File: src/rtl/uart_core_if.sv
// rtl/uart_core_if.sv - RAM port-2 bus between uart_core and the shared data RAM
// Signals:
//   rramdata    RAM  -> uart  32  asynchronous read data of ramaddress
//   wram        uart -> RAM   1   write enable, one-cycle pulse
//   ramaddress  uart -> RAM   32  byte address
//   wramdata    uart -> RAM   32  write data
// Modports: master (uart_core side), slave (RAM side).
interface uart_core_if;
  logic [31:0] rramdata;
  logic        wram;
  logic [31:0] ramaddress;
  logic [31:0] wramdata;

  modport master (input rramdata, output wram, output ramaddress, output wramdata);
  modport slave  (output rramdata, input wram, input ramaddress, input wramdata);
endinterface

File: src/rtl/uart_core.sv
// rtl/uart_core.sv - bit-serial UART bridge between a serial line and a word-wide RAM buffer
// Receive packs bytes from datai into 32-bit words written to BASE_ADDR+4+4k; a control
// word of exactly 1 at BASE_ADDR sends the whole buffer on datao, then clears the command.
// Frame: start 0, 8 data bits MSB first, stop 1. Optional macro UART_PARITY_EN inserts an
// even-parity bit after data bit 0 (11-bit frame); a parity mismatch on RX drops the byte.
// Ports:
//   clk    in   1   clock, rising edge
//   nrst   in   1   synchronous active-high reset
//   datai  in   1   serial RX line, idle high
//   datao  out  1   serial TX line, idle high
//   ram    uart_core_if.master  RAM port 2 (rramdata, wram, ramaddress, wramdata)
module uart_core #(
  parameter logic [31:0] BASE_ADDR    = 32'h0007_0000,
  parameter int          CLKS_PER_BIT = 1,
  parameter int          BUF_WORDS    = 2
) (
  input  logic        clk,
  input  logic        nrst,
  input  logic        datai,
  output logic        datao,
  uart_core_if.master ram
);

`ifdef UART_PARITY_EN
  localparam int       FRAME_BITS = 11;
  localparam bit [3:0] PAR_BIT    = 4'd9;
`else
  localparam int       FRAME_BITS = 10;
`endif
  localparam int           CW       = (CLKS_PER_BIT > 1) ? $clog2(CLKS_PER_BIT) : 1;
  localparam int           IW       = (BUF_WORDS > 1) ? $clog2(BUF_WORDS) : 1;
  localparam bit [3:0]     STOP_BIT = 4'(FRAME_BITS - 1);
  localparam bit [CW-1:0]  CLK_LAST = CW'(CLKS_PER_BIT - 1);
  localparam bit [IW-1:0]  IDX_LAST = IW'(BUF_WORDS - 1);

  typedef enum logic [1:0] {IDLE, RECV, SEND, POST} state_t;

  state_t        state_q, state_d;
  logic          hold_q, hold_d;          // waiting for the line to go high after a bad frame
  logic [CW-1:0] rx_clk_q, rx_clk_d;
  logic [3:0]    rx_bit_q, rx_bit_d;      // 0 start, 1..8 data, then parity/stop
  logic [7:0]    rx_shift_q, rx_shift_d;
  logic [23:0]   acc_q, acc_d;            // earlier bytes of the current word
  logic [1:0]    byte_cnt_q, byte_cnt_d;
  logic [IW-1:0] rx_idx_q, rx_idx_d;
  logic [IW-1:0] tx_word_q, tx_word_d;
  logic [1:0]    tx_byte_q, tx_byte_d;
  logic [3:0]    tx_bit_q, tx_bit_d;
  logic [CW-1:0] tx_clk_q, tx_clk_d;
`ifdef UART_PARITY_EN
  logic          rx_par_q, rx_par_d;
`endif

  logic [31:0] rx_addr, tx_addr;
  logic [7:0]  tx_cur_byte;
  logic        tx_bit_val;
  logic        rx_good;
  logic        rx_last, tx_last;

  assign rx_addr = BASE_ADDR + 32'd4 + (32'(rx_idx_q) << 2);
  assign tx_addr = BASE_ADDR + 32'd4 + (32'(tx_word_q) << 2);
  assign rx_last = (rx_clk_q == CLK_LAST);
  assign tx_last = (tx_clk_q == CLK_LAST);

`ifdef UART_PARITY_EN
  assign rx_good = datai & ~(^{rx_shift_q, rx_par_q});
`else
  assign rx_good = datai;
`endif

  // The word being sent is read combinationally every SEND cycle.
  always_comb begin
    tx_cur_byte = ram.rramdata[31:24];
    case (tx_byte_q)
      2'd1:    tx_cur_byte = ram.rramdata[23:16];
      2'd2:    tx_cur_byte = ram.rramdata[15:8];
      2'd3:    tx_cur_byte = ram.rramdata[7:0];
      default: tx_cur_byte = ram.rramdata[31:24];
    endcase
  end

  always_comb begin
    tx_bit_val = 1'b1;
    if (tx_bit_q == 4'd0) begin
      tx_bit_val = 1'b0;
    end else if (tx_bit_q <= 4'd8) begin
      tx_bit_val = tx_cur_byte[3'(4'd8 - tx_bit_q)];
`ifdef UART_PARITY_EN
    end else if (tx_bit_q == PAR_BIT) begin
      tx_bit_val = ^tx_cur_byte;
`endif
    end
  end

  always_comb begin
    state_d        = state_q;
    hold_d         = hold_q;
    rx_clk_d       = rx_clk_q;
    rx_bit_d       = rx_bit_q;
    rx_shift_d     = rx_shift_q;
    acc_d          = acc_q;
    byte_cnt_d     = byte_cnt_q;
    rx_idx_d       = rx_idx_q;
    tx_word_d      = tx_word_q;
    tx_byte_d      = tx_byte_q;
    tx_bit_d       = tx_bit_q;
    tx_clk_d       = tx_clk_q;
`ifdef UART_PARITY_EN
    rx_par_d       = rx_par_q;
`endif
    datao          = 1'b1;
    ram.wram       = 1'b0;
    ram.ramaddress = BASE_ADDR;
    ram.wramdata   = 32'h0;

    case (state_q)
      IDLE: begin
        if (hold_q) begin
          if (datai) hold_d = 1'b0;
        end else if (!datai) begin
          state_d = RECV;
          // The first start-bit cycle is spent here; with one clock per bit the
          // start bit is already over, so RECV begins on data bit 1.
          rx_bit_d = (CLKS_PER_BIT == 1) ? 4'd1 : 4'd0;
          rx_clk_d = (CLKS_PER_BIT == 1) ? '0 : CW'(1);
        end else if (ram.rramdata == 32'd1) begin
          state_d   = SEND;
          tx_word_d = '0;
          tx_byte_d = 2'd0;
          tx_bit_d  = 4'd0;
          tx_clk_d  = '0;
        end
      end

      RECV: begin
        ram.ramaddress = rx_addr;
        if (rx_last) begin
          rx_clk_d = '0;
          rx_bit_d = rx_bit_q + 4'd1;
          if (rx_bit_q >= 4'd1 && rx_bit_q <= 4'd8) rx_shift_d = {rx_shift_q[6:0], datai};
`ifdef UART_PARITY_EN
          if (rx_bit_q == PAR_BIT) rx_par_d = datai;
`endif
          if (rx_bit_q == STOP_BIT) begin
            state_d = IDLE;
            if (rx_good) begin
              if (byte_cnt_q == 2'd3) begin
                ram.wram     = 1'b1;
                ram.wramdata = {acc_q, rx_shift_q};
                byte_cnt_d   = 2'd0;
                rx_idx_d     = (rx_idx_q == IDX_LAST) ? '0 : rx_idx_q + IW'(1);
              end else begin
                acc_d      = {acc_q[15:0], rx_shift_q};
                byte_cnt_d = byte_cnt_q + 2'd1;
              end
            end else begin
              hold_d = 1'b1;
            end
          end
        end else begin
          rx_clk_d = rx_clk_q + CW'(1);
        end
      end

      SEND: begin
        ram.ramaddress = tx_addr;
        datao          = tx_bit_val;
        if (tx_last) begin
          tx_clk_d = '0;
          if (tx_bit_q == STOP_BIT) begin
            tx_bit_d = 4'd0;
            if (tx_byte_q == 2'd3) begin
              tx_byte_d = 2'd0;
              if (tx_word_q == IDX_LAST) state_d = POST;
              else tx_word_d = tx_word_q + IW'(1);
            end else begin
              tx_byte_d = tx_byte_q + 2'd1;
            end
          end else begin
            tx_bit_d = tx_bit_q + 4'd1;
          end
        end else begin
          tx_clk_d = tx_clk_q + CW'(1);
        end
      end

      POST: begin
        ram.wram = 1'b1;
        rx_idx_d = '0;
        state_d  = IDLE;
      end

      default: state_d = IDLE;
    endcase

    // A reset cycle must never leave a write behind.
    if (nrst) ram.wram = 1'b0;
  end

  always_ff @(posedge clk) begin
    if (nrst) begin
      state_q    <= IDLE;
      hold_q     <= 1'b0;
      rx_clk_q   <= '0;
      rx_bit_q   <= 4'd0;
      rx_shift_q <= 8'h0;
      acc_q      <= 24'h0;
      byte_cnt_q <= 2'd0;
      rx_idx_q   <= '0;
      tx_word_q  <= '0;
      tx_byte_q  <= 2'd0;
      tx_bit_q   <= 4'd0;
      tx_clk_q   <= '0;
`ifdef UART_PARITY_EN
      rx_par_q   <= 1'b0;
`endif
    end else begin
      state_q    <= state_d;
      hold_q     <= hold_d;
      rx_clk_q   <= rx_clk_d;
      rx_bit_q   <= rx_bit_d;
      rx_shift_q <= rx_shift_d;
      acc_q      <= acc_d;
      byte_cnt_q <= byte_cnt_d;
      rx_idx_q   <= rx_idx_d;
      tx_word_q  <= tx_word_d;
      tx_byte_q  <= tx_byte_d;
      tx_bit_q   <= tx_bit_d;
      tx_clk_q   <= tx_clk_d;
`ifdef UART_PARITY_EN
      rx_par_q   <= rx_par_d;
`endif
    end
  end

endmodule

File: src/flat_wrapper.sv
// flat-port wrapper written by rule: the top's interface ports become plain ports
module uart_core_flat 
#(
  parameter logic [31:0] BASE_ADDR    = 32'h0007_0000,
  parameter int          CLKS_PER_BIT = 1,
  parameter int          BUF_WORDS    = 2
)
  (clk, nrst, datai, datao, ram_rramdata, ram_wram, ram_ramaddress, ram_wramdata);
  uart_core_if ram_i ();
  input  logic clk;
  input  logic nrst;
  input  logic datai;
  output logic datao;
  input wire logic [$bits(ram_i.rramdata)-1:0] ram_rramdata;
  output wire logic [$bits(ram_i.wram)-1:0] ram_wram;
  output wire logic [$bits(ram_i.ramaddress)-1:0] ram_ramaddress;
  output wire logic [$bits(ram_i.wramdata)-1:0] ram_wramdata;
  assign ram_i.rramdata = ram_rramdata;
  assign ram_wram = ram_i.wram;
  assign ram_ramaddress = ram_i.ramaddress;
  assign ram_wramdata = ram_i.wramdata;
  uart_core #(.BASE_ADDR(BASE_ADDR), .CLKS_PER_BIT(CLKS_PER_BIT), .BUF_WORDS(BUF_WORDS)) u_core (.clk(clk), .nrst(nrst), .datai(datai), .datao(datao), .ram(ram_i));
endmodule
File: config.mk
export PLATFORM = sky130hd
export DESIGN_NAME = uart_core_flat
export DESIGN_NICKNAME = d
export VERILOG_FILES = /design/src/rtl/uart_core_if.sv /design/src/rtl/uart_core.sv /design/src/flat_wrapper.sv
export SDC_FILE = /design/constraint.sdc
export NUM_CORES = 1
export LEC_CHECK = 0
export CAP_MARGIN = 0
export CORE_ASPECT_RATIO = 0.9
export CORE_MARGIN = 2
export CORE_UTILIZATION = 51
export CTS_BUF_LIST = sky130_fd_sc_hd__clkbuf_4
export CTS_CLUSTER_DIAMETER = 50
export DETAILED_ROUTE_END_ITERATION = 12
export MAX_ROUTING_LAYER = met4
export PLACE_DENSITY = 0.88
export SLEW_MARGIN = 40
export SYNTH_ARGS = -nofsm -noshare
export SYNTH_HDL_FRONTEND = slang
export SYNTH_SLANG_ARGS = --single-unit
File: constraint.sdc
create_clock -name clk -period 6.6 [get_ports clk]
set_input_delay 1.65 -clock clk [delete_from_list [all_inputs] [get_ports clk]]
set_output_delay 1.65 -clock clk [all_outputs]
set_load 0.05 [all_outputs]
## Word-level counts from Yosys, hierarchy flattened

Cells that the tools add are included.

| storage, ports and cells | value |
|---|---|
| register bits after elaboration | 51 |
| output and inout port bits | 66 |
| logic and storage cells | 143 |

| operators by class | value |
|---|---|
| add/sub/neg operators | 11 |
| magnitude comparators | 4 |
| equal/unequal tests | 24 |
| mux-type cells | 72 |
| bitwise operators | 2 |
| reductions and logical operators | 18 |

Operators with widths:

| operator | count |
|---|---|
| two-way mux 32 bit | 5 |
| case mux 32 bit (2 select lines) | 1 |
| adder 19 x 3 -> 20 bit, first input constant | 2 |
| == test 32 x 1 -> 1 bit, second input constant | 1 |
| two-way mux 2 bit | 16 |
| two-way mux 4 bit | 8 |
| two-way mux 1 bit | 30 |
| case mux 8 bit (3 select lines) | 1 |
| case mux 4 bit (2 select lines) | 2 |
| AND reduction 4 bit | 4 |
| AND reduction 5 bit | 3 |
| != test 2 bit, second input constant | 7 |
| != test 2 x 1 -> 1 bit, second input constant | 6 |
| case mux 1 bit (2 select lines) | 6 |
| == test 2 bit, second input constant | 5 |
| adder 4 x 1 -> 4 bit, second input constant | 2 |
| == test 4 bit, second input constant | 2 |
| <= comparator 4 bit, second input constant | 2 |
| case mux 2 bit (4 select lines) | 1 |
| AND reduction 8 bit | 1 |
| AND reduction 7 bit | 1 |
| AND reduction 3 bit | 2 |
| AND reduction 6 bit | 1 |
| nonzero test 2 bit | 3 |
| 13 further kinds | 19 |

## Depth between registers and ports, before layout

| depth | value |
|---|---|
| depth after elaboration | 7 |
| mapped depth | 9 |
| mapped depth without buffers | 7 |

## Worst setup path after synthesis

No wires, ideal clock.

| path | value |
|---|---|
| path type | input-to-output |
| start | input ram_rramdata[14] |
| end | output datao |
| arrival time | 3.457 ns |
| data required time | 4.950 ns |
| path slack | 1.493 ns |
| stages on the path | 5 |
| path buffers | 0 |
| path through | a222oi_1 > a211oi_1 > nor3b_1 > a22o_1 > o31ai_1 |

| between the ends | value |
|---|---|
| word-level cells in the longest chain between the ends | 6 |

Ends and longest elaborated chain:

| what | line | source |
|---|---|---|
| start: declaration | flat_wrapper.sv:14 | `input wire logic [$bits(ram_i.rramdata)-1:0] ram_rramdata;` |
| case mux 8 bit (3 select lines) | uart_core.sv:74 | `case (tx_byte_q)` |
| binary-select mux 1 bit (select 3 bit) | uart_core.sv:87 | `tx_bit_val = tx_cur_byte[3'(4'd8 - tx_bit_q)];` |
| two-way mux 1 bit (not written as such) | uart_core.sv:87 |  |
| two-way mux 1 bit | uart_core.sv:86 | `end else if (tx_bit_q <= 4'd8) begin` |
| two-way mux 1 bit | uart_core.sv:84 | `if (tx_bit_q == 4'd0) begin` |
| two-way mux 1 bit | uart_core.sv:116 | `case (state_q)` |
| end: declaration | flat_wrapper.sv:13 | `output logic datao;` |

No other way between the ends. The select of a mux whose other input is x is not followed.

## Final worst setup path

| path | value |
|---|---|
| start | input ram_rramdata[22] |
| end | output datao |

The elaborated chain is that of the path after synthesis.

==> reports/metrics.csv <==
metric,value,unit
Tot GR Track Use,22.60,%
"Max FO, Critical Path",2,
hold_sp,u_core.acc_q[22],
r2r worst-path depth,6,
PortBufs,70,
"Seq/Total Area, Yosys",32.50,%
worst hold path type,flop to flop,
synth warn,0,
#FFs+latches synth,49,
"Slowest-stage cell, CP",clkdlybuf4s50_1,
CP Cell Sequence,"clkdlybuf4s50_1, a222oi_1, a211oi_1, nor3b_1, a22o_1, o31ai_1, clkdlybuf4s50_1",
WHS Path Cells,2,
first-pass GRT wire length,11980,um
TritonRoute pass-1 iters,4,
CTS tree,done,
most frequent cells in the layout,"nand2_1, clkdlybuf4s50_1, dfxtp_1",
Clock Tree Root,clkbuf_4,
Worst Setup End Kind,primary output,
"Data required, critical path",4.95,ns
Synth area leader,dfxtp_1,
Post-synth EDFFs,0,
crit path DAT,3.93,ns
Max H-tree Level,2,
Post-layout nets,494,
f_max,0.1793,GHz
"Hold-fix buffers, CTS",0,
initial antenna violation count,0,
number of clock sinks,49,
Synth top area share,32.50,%
pin slew with the least headroom to its limit,0.7157,ns
grt total ovfl,0,
Crit Path Class,primary input to primary output,
pre-CTS setup slack,1.040,ns
Final Cycle Share,84.48,%
RSZ-0062 raised after global routing,false,
Pwr Density,184.3,mW/mm^2
Worst slew margin,51.77,%
Buffers & Inverters on Critical Path,2,
total CTS buffers,5,
Antenna Cells,0,
io pins,101,
total setup buffers inserted after CTS,0,
Layout Area Growth over Synthesis,21.10,%
Peak VDD IR,181.9,uV
Startpoint Class,primary input,
share of cells above drive strength 1,6.067,%
count of cell types in the netlist,50,
cell family with most CP delay,buffers and inverters,
top post-synthesis cells by area,"dfxtp_1, nand2_1, buf_4, and2_1, ha_1",
Tmin final,5.576,ns
"reg-to-reg slack, setup",4.52,ns
Final Hold Fails,0,
worst skew pair latency,0.37,ns
Syn Area/Cell,7.758,sq um
vias in the first global route,2535,
PostCTS Resize Cnt,0,
hpwl dp,5313,um
routed vias,2781,
hold endpoint,u_core.acc_q[22],
largest stage delay on the critical path,0.84,ns
Worst-path clk slew,0.13,ns
status,"complete, no violations",
Synth Instances,389,
Max Buffers Root-to-Sink,2,
Main synth FF type,dfxtp_1,
reg-to-reg startpoint,u_core.state_q[0],
Setup TNS,0,ns
Rows,26,
Async SR Flop Fraction,0,%
"most common cell after layout, fill and taps aside",nand2_1,
Cells after DPL,507,
Die ar.,0.006549,sq mm
die width,85.09,um
final non-filler cell total,515,
GP Congestion,0.9474,
total power,0.6736,mW
max-cap viol count,0,
initial DRC count,238,
Die Span Y,76.98,um
vias per cell,5.400,
final antenna-violating net count,0,
final setup margin,1.024,ns
# fillers,498,
drt drc,0,
Setup-failing EPs final,0,
FF-to-FF End,u_core.tx_bit_q[3],
Total Wirelength,7093,um
leakage,1.359,nW
skew final,0.004616,ns
CP most frequent cell,clkdlybuf4s50_1,
synthesized area,0.003018,sq mm
drt wl/cell,13.77,um
largest net degree at the start of global routing,54,
Starting Density,53.01,%
post-layout util,64.20,%
Max Transition Viols Final,0,
core area,0.005693,sq mm
per-layer routing:
layer | wire [um] | vias to the layer above | global-route usage [%]
li1 | - | 1378 | -
met1 | 3313 | 1303 | 30.91
met2 | 3352 | 87 | 35.23
met3 | 327 | 13 | 3.445
met4 | 99 | 0 | 5.397
met5 | 0 | - | -
registers in the layout, summed over array words and instances, names as in the netlist:
name and count:
u_core.state_q 2, u_core.byte_cnt_q 2, u_core.hold_q 1, u_core.rx_shift_q 8, u_core.acc_q 24, u_core.rx_bit_q 4, u_core.tx_word_q 1, u_core.tx_bit_q 4
u_core.tx_byte_q 2, u_core.rx_idx_q 1
report_power, final:
| part | total [mW] | leakage, nW | internal, mW | switching [mW] |
|---|---|---|---|---|
| clock network | 0.137 | 0.0354 | 0.0449 | 0.0926 |
| logic | 0.225 | 0.929 | 0.0786 | 0.147 |
| registers | 0.311 | 0.395 | 0.304 | 0.00731 |
| total | 0.674 | 1.36 | 0.427 | 0.247 |
synthesized netlist by cell type, drive strengths merged, types with 4 or more instances:
master and count:
nand2 64, dfxtp 49, a21oi 37, and2 34
buf 32, nor2 23, clkbuf 20, inv 16
ha 15, o21ai 12, mux2i 11, nor4 8
nand3 6, nor2b 6, a211oi 5, a222oi 4
per-stage QoR:
step                      cell area [sq um]  hold WS, ns
after floorplan                        3123       0.4317
after global placement                 3592       0.4392
after detailed placement               3600       0.4443
after CTS                              3655       0.4622
after global routing                   3655       0.4745
final                                  3655       0.4622
worst register-to-register path: stages, from the launching register on:
cell	delay, ns
dfxtp_1	0.35
inv_1	0.10
ha_1	0.31
nand2_1	0.16
o41a_1	0.45
or4_1	0.51
a21oi_1	0.14
layout make-up:
class                   instances  area [sq um]  area share, %
multi-input cells             300          1778          48.65
flip-flops and latches         49         980.9          26.84
repair buffers                 72         693.2          18.97
well taps                      70         87.58          2.396
inverters                      16         60.06          1.643
clock buffers                   6         45.04          1.232
clock inverters                 2         10.01         0.2739
worst max-delay path by stage:
stage / end / cells after the start / from
5_1_grt: ram_wram / 7 / datai
2_1_floorplan: datao / 5 / ram_rramdata[14]
6_report: datao / 7 / ram_rramdata[22]
3_3_place_gp: datao / 7 / ram_rramdata[22]
3_5_place_dp: ram_wram / 7 / datai
4_1_cts: datao / 7 / ram_rramdata[22]
cell families (layout without fill, tap and decap cells):
logic type | Yosys count | after routing | synth area share [%]
and+or+nand+nor | 158 | 158 | 26.45
muxes | 12 | 12 | 4.022
DFF | 49 | 49 | 32.50
adders and majority gates | 15 | 15 | 6.219
AOI/OAI and AO/OA | 85 | 85 | 18.33
other | 2 | 30 | 0.2488
buffers and inverters | 68 | 96 | 12.23
(Power assumes the default switching activity.)
